**config.mk**
```make
export PLATFORM = sky130hd
export DESIGN_NAME = uart_rx_deserializer
export DESIGN_NICKNAME = d
export VERILOG_FILES = /design/src/rtl/uart_rx_deserializer.sv
export SDC_FILE = /design/constraint.sdc
export NUM_CORES = 1
export LEC_CHECK = 0
export CORE_UTILIZATION = 52
export DETAILED_ROUTE_END_ITERATION = 16
export GPL_TIMING_DRIVEN = 0
export PLACE_DENSITY_LB_ADDON = 0.2
export SYNTH_ARGS = -nofsm -noshare
export SYNTH_HDL_FRONTEND = slang
export SYNTH_SLANG_ARGS = --single-unit
```
**constraint.sdc**
```tcl
create_clock -name clk -period 2.3 [get_ports clk]
set_clock_uncertainty 0.05 [all_clocks]
set_input_delay 0.23 -clock clk [delete_from_list [all_inputs] [get_ports clk]]
set_output_delay 0.23 -clock clk [all_outputs]
set_load 0.1 [all_outputs]
```
**src/rtl/uart_rx_deserializer.sv**
```systemverilog
// UART receiver: 2-flop synchronised line, majority-voted bit sampling,
// optional even/odd parity, and one-cycle result pulses after each frame.
module uart_rx_deserializer #(
  parameter int data_width = 8
) (
  input  logic                  clk,
  input  logic                  rst_n,
  input  logic                  rx_in,
  input  logic [5:0]            prescale,
  input  logic                  par_en,
  input  logic                  par_typ,
  output logic [data_width-1:0] p_data,
  output logic                  data_valid,
  output logic                  parity_error,
  output logic                  stop_error
);

  localparam int BCW = $clog2(data_width) + 1;

  typedef enum logic [2:0] {
    IDLE   = 3'd0,
    START  = 3'd1,
    DATA   = 3'd2,
    PARITY = 3'd3,
    STOP   = 3'd4
  } state_t;

  function automatic logic majority3(input logic [2:0] v);
    return (v[0] & v[1]) | (v[0] & v[2]) | (v[1] & v[2]);
  endfunction

  function automatic logic [5:0] legal_prescale(input logic [5:0] ps);
    case (ps)
      6'd8, 6'd16, 6'd32: return ps;
      default:            return 6'd16;
    endcase
  endfunction

  function automatic logic expected_parity(input logic [data_width-1:0] d, input logic odd);
    return (^d) ^ odd;
  endfunction

  logic                  rx_meta_q, rxs_q;
  state_t                state_q, state_d;
  logic [5:0]            edge_cnt_q, edge_cnt_d;
  logic [BCW-1:0]        bit_cnt_q, bit_cnt_d;
  logic [5:0]            ps_reg_q, ps_reg_d;
  logic [2:0]            votes_q, votes_d;
  logic [data_width-1:0] shift_q, shift_d;
  logic                  par_fail_q, par_fail_d;
  logic                  par_typ_q, par_typ_d;
  logic [data_width-1:0] p_data_q, p_data_d;
  logic                  data_valid_q, data_valid_d;
  logic                  parity_error_q, parity_error_d;
  logic                  stop_error_q, stop_error_d;

  logic [5:0]            half_s;
  logic                  bit_end_s;
  logic                  voted_s;

  // Two-flop synchroniser for the asynchronous serial line, idling high.
  always_ff @(posedge clk or negedge rst_n) begin
    if (!rst_n) begin
      rx_meta_q <= 1'b1;
      rxs_q     <= 1'b1;
    end else begin
      rx_meta_q <= rx_in;
      rxs_q     <= rx_meta_q;
    end
  end

  // Frame state, counters, sampling and registered outputs.
  always_ff @(posedge clk or negedge rst_n) begin
    if (!rst_n) begin
      state_q        <= IDLE;
      edge_cnt_q     <= 6'd0;
      bit_cnt_q      <= '0;
      ps_reg_q       <= 6'd16;
      votes_q        <= 3'b111;
      shift_q        <= '0;
      par_fail_q     <= 1'b0;
      par_typ_q      <= 1'b0;
      p_data_q       <= '0;
      data_valid_q   <= 1'b0;
      parity_error_q <= 1'b0;
      stop_error_q   <= 1'b0;
    end else begin
      state_q        <= state_d;
      edge_cnt_q     <= edge_cnt_d;
      bit_cnt_q      <= bit_cnt_d;
      ps_reg_q       <= ps_reg_d;
      votes_q        <= votes_d;
      shift_q        <= shift_d;
      par_fail_q     <= par_fail_d;
      par_typ_q      <= par_typ_d;
      p_data_q       <= p_data_d;
      data_valid_q   <= data_valid_d;
      parity_error_q <= parity_error_d;
      stop_error_q   <= stop_error_d;
    end
  end

  // Next-state logic; the vote is complete well before the bit-end cycle.
  always_comb begin
    state_d        = state_q;
    edge_cnt_d     = edge_cnt_q;
    bit_cnt_d      = bit_cnt_q;
    ps_reg_d       = ps_reg_q;
    votes_d        = votes_q;
    shift_d        = shift_q;
    par_fail_d     = par_fail_q;
    par_typ_d      = par_typ_q;
    p_data_d       = p_data_q;
    data_valid_d   = 1'b0;
    parity_error_d = 1'b0;
    stop_error_d   = 1'b0;

    half_s    = {1'b0, ps_reg_q[5:1]};
    bit_end_s = (edge_cnt_q == (ps_reg_q - 6'd1));
    voted_s   = majority3(votes_q);

    if (state_q != IDLE) begin
      if (bit_end_s) begin
        edge_cnt_d = 6'd0;
      end else begin
        edge_cnt_d = edge_cnt_q + 6'd1;
      end
      if (edge_cnt_q == (half_s - 6'd1)) begin
        votes_d[0] = rxs_q;
      end else if (edge_cnt_q == half_s) begin
        votes_d[1] = rxs_q;
      end else if (edge_cnt_q == (half_s + 6'd1)) begin
        votes_d[2] = rxs_q;
      end else begin
        votes_d = votes_q;
      end
    end else begin
      edge_cnt_d = 6'd0;
    end

    case (state_q)
      IDLE: begin
        if (!rxs_q) begin
          state_d    = START;
          edge_cnt_d = 6'd0;
          bit_cnt_d  = '0;
          ps_reg_d   = legal_prescale(prescale);
          par_fail_d = 1'b0;
        end else begin
          state_d = IDLE;
        end
      end
      START: begin
        if (bit_end_s) begin
          if (voted_s) begin
            state_d = IDLE;
          end else begin
            state_d   = DATA;
            bit_cnt_d = '0;
          end
        end else begin
          state_d = START;
        end
      end
      DATA: begin
        if (bit_end_s) begin
          shift_d = {voted_s, shift_q[data_width-1:1]};
          if (bit_cnt_q == BCW'(data_width - 1)) begin
            par_typ_d = par_typ;
            state_d   = par_en ? PARITY : STOP;
          end else begin
            bit_cnt_d = bit_cnt_q + BCW'(1);
          end
        end else begin
          state_d = DATA;
        end
      end
      PARITY: begin
        if (bit_end_s) begin
          par_fail_d = (voted_s != expected_parity(shift_q, par_typ_q));
          state_d    = STOP;
        end else begin
          state_d = PARITY;
        end
      end
      STOP: begin
        if (bit_end_s) begin
          state_d = IDLE;
          if (par_fail_q) begin
            parity_error_d = 1'b1;
          end else if (!voted_s) begin
            stop_error_d = 1'b1;
          end else begin
            data_valid_d = 1'b1;
            p_data_d     = shift_q;
          end
        end else begin
          state_d = STOP;
        end
      end
      default: begin
        state_d = IDLE;
      end
    endcase
  end

  assign p_data       = p_data_q;
  assign data_valid   = data_valid_q;
  assign parity_error = parity_error_q;
  assign stop_error   = stop_error_q;

endmodule

```
==> impl_metrics.toml <==
[critical_path]
crit_buf_inv = 3
worstPathRequired_ps = 2440
crit_path_start_kind = "flop"
critPathKind = "flop to flop"
r2r_cells = 10
cpLargestDelayFamily = "flip-flops"
path_max_fanout = 10
cp.depth = 10
cpPeakStageDelay_ps = 460
end_kind = "flop"
slowest_stage = "dfrtp_2"
cp_cell_sequence = "inv_4 > ha_4 > xnor2_2 > a311oi_2 > o21ai_2 > buf_4 > nor2_4 > buf_6 > nand3_1 > mux2_2"
crit_arrival_ps = 2500

[power]
switchingPower_mw = 1.013
combinationalPowerShare_pct = 42.2
powerDensity_nw_per_um2 = 859.9
sw_frac_of_total_pct = 38.19
p_seq_share_pct = 39.9
peakVddDrop_uv = 660.7
p_leak_nw = 1.340
p_int_mw = 1.640
power_frac_clock_pct = 17.9

[final_layout]
design_area_um2 = 3085
utilization_pct = 68.96
n_antenna_cell = 0
drive_gt1_share_pct = 23.90
area_delta_synth_final_pct = 23.92
nFillCells = 314
final_nets = 289

[hold_path]
hold_path.class = "flop to flop"
whs_path_depth = 0

[yosys]
synth-seq-cells = 45
netlist.top_cell.by_area = "dfrtp_1"
async_flop_share_pct = 100.0
syn-num-nets = 254
ys_types = 51
synthFlopType = "dfrtp_1"
yosys-top-cells-count = "dfrtp_1 (39), nor2_1 (26), mux2_2 (19)"
synth_cells = 237
avgSynthCellArea_um2 = 10.51
syn_area_um2 = 2490
synth_top_area_share_pct = 39.20
synth_edf_count = 0
yosysWarningCount = 0
netlist_top_cells_area = "dfrtp_1 (39%), mux2_2 (8.6%), dfstp_2 (6.3%)"
yosysSeqAreaShare_pct = 45.53
synth_most_common_cell = "dfrtp_1"

[floorplan]
coreArea_um2 = 4474
io_pins = 22
fp-row-count = 24
start_util_pct = 55.65
die_h_um = 71.20
die_w_um = 71.20
die_area_um2 = 5069

[global_route]
grt_first_pass_wirelength_mm = 8.190
met3_usage_pct = 3.419
use_met2_pct = 33.76
grt_antenna_before_repair = 0
overflow = 0
grt_pass1_vias = 1763
global_route.peak_usage_layer = "met2"
grt_use_total_pct = 20.97
use_met1_pct = 29.16
grt_start_max_net_pins = 25

[clocking]
cts_num_sinks = 45
clkSlewWorstSetupHoldPaths_ps = 80
root_buffer = "clkbuf_8"
numCtsBuffers = 5
cts_buffer_depth = 2
cts_tree = "built"
worstSkewPairLatency_ps = 300
ctsHtreeMaxLevel = 2

[timing]
timing.final.ws_setup_ps = -55.02
tightest_slew_ps = 977.0
rsz0062_at_grt = "yes"
slew_viol_final = 0
max_freq_mhz = 424.6
setup-tns-final_ps = -337.3
slew-limit-headroom_pct = 34.66
finalSetupViolations = 10
min_period_ps = 2355
fin_crit_sh_pct = 102.4
hold_violations = 0

[detailed_routing]
drtIter0Drc = 124
drtAntennaViolNets = 0
num_vias = 1856
wl_per_cell_um = 15.21
vias_per_cell = 5.728
route.detailed.drc = 2
drt-total-wl_mm = 4.929
first_pass_iters = 11

[placement]
place.gp.congestion = 0.8090
io_buffers = 21
dp_hpwl_mm = 3.499
placed_area_um2 = 2859

[outcome]
violations = "design-rule violations, negative setup slack"
status = "finished, violations left"

[run]
drv_cap = 0
==> cell type report <==
type                            count  area (um^2)  share of cell area [%]
Multi-Input combinational cell    177         1424                   46.15
Sequential cell                    45         1135                   36.78
Timing Repair Buffer               29        300.3                   9.732
Clock buffer                        6        72.57                   2.352
Tap cell                           52        65.06                   2.109
Buffer                             10        60.06                   1.946
Inverter                            4        20.02                  0.6488
Clock inverter                      1        8.758                  0.2839
==> worst register-to-register path, stage by stage (launching register included) <==
cell and delay, ps:
dfrtp_2 460, inv_4 100, ha_4 210, xnor2_2 140, a311oi_2 310, o21ai_2 140
buf_4 170, nor2_4 160, buf_6 160, nand3_1 70, mux2_2 280
==> placed cells by master, fill, tap and decap left out, types with 3 or more instances in the layout <==
cell type        Yosys  final
buf_2                4      3
ha_1                 6      4
nand3_1             10     10
nor2b_1              5      5
mux2i_1              3      3
clkbuf_8             0      5
nor3_1               6      4
o21ai_0              4      4
and3_1               3      3
nand2b_1             6      6
xnor2_1             17     16
mux2_2              19     11
clkdlybuf4s50_1      0     20
mux2_4               0      8
dfrtp_1             39     38
o31ai_1              3      3
nor2_1              26     25
clkbuf_1             5      5
a21oi_1              8      8
buf_4                1      6
xor2_1              13     13
nand2_1             12     11
dfstp_2              6      6
==> through the flow <==
stage,hold WS (ps),worst slack (ps),total power [mW],std cells
after global routing,315.1,-165.1,2.820,324
after floorplan,-115.6,4.312,1.829,237
after global placement,296.0,-346.3,2.027,310
after CTS,301.7,1.007,2.574,321
after detailed placement,184.4,-398.5,2.059,311
final,304.9,-55.02,2.653,324
==> worst paths after layout <==
path                        startpoint           end  slack [ps]
max in group asynchronous        rst_n   ps_reg_q[4]        1240
min in group asynchronous        rst_n  bit_cnt_q[1]         380
setup / recovery           ps_reg_q[1]     par_typ_q         -60
hold reg to reg              rx_meta_q         rxs_q         300
setup reg to reg           ps_reg_q[1]     par_typ_q         -60
hold / removal               rx_meta_q         rxs_q         300
==> routing by layer <==
layer / up-vias / routed length (um)
li1: 905 / -
met1: 908 / 2464
met2: 36 / 2253
met3: 7 / 157
met4: 0 / 54
met5: - / 0
==> power groups by stage <==
stage	logic [mW]	registers, mW	clock network [mW]
global route	1.24	1.07	0.510
detailed placement	0.989	1.07	0
CTS	1.03	1.05	0.488
finish	1.12	1.06	0.474
global placement	0.961	1.07	0
floorplan	0.793	1.04	0
==> logic make-up after synthesis <==
group           synth area share [%]
simple gates                   17.24
flops                          45.53
buf+inv                        2.613
xor+xnor                       11.46
fa+ha+maj                      3.417
mux                            10.25
compound gates                 9.498
==> flip-flops by register name, summed over array words and instances (netlist names) <==
name / flops
votes_q: 3
rx_meta_q: 1
rxs_q: 1
p_data: 8
shift_q: 8
edge_cnt_q: 6
parity_error: 1
ps_reg_q: 6
par_fail_q: 1
stop_error: 1
bit_cnt_q: 4
state_q: 3
data_valid: 1
par_typ_q: 1
==> timing repair <==
action	in CTS	in global routing
gates resized for setup	7	15
hold buffers	1	0
buffers inserted	2	4
pin swaps	0	4
gates cloned	0	0
endpoints found under the setup margin	30	31
endpoints found under the hold margin	19	0
Power figures use the tool's default switching activity.
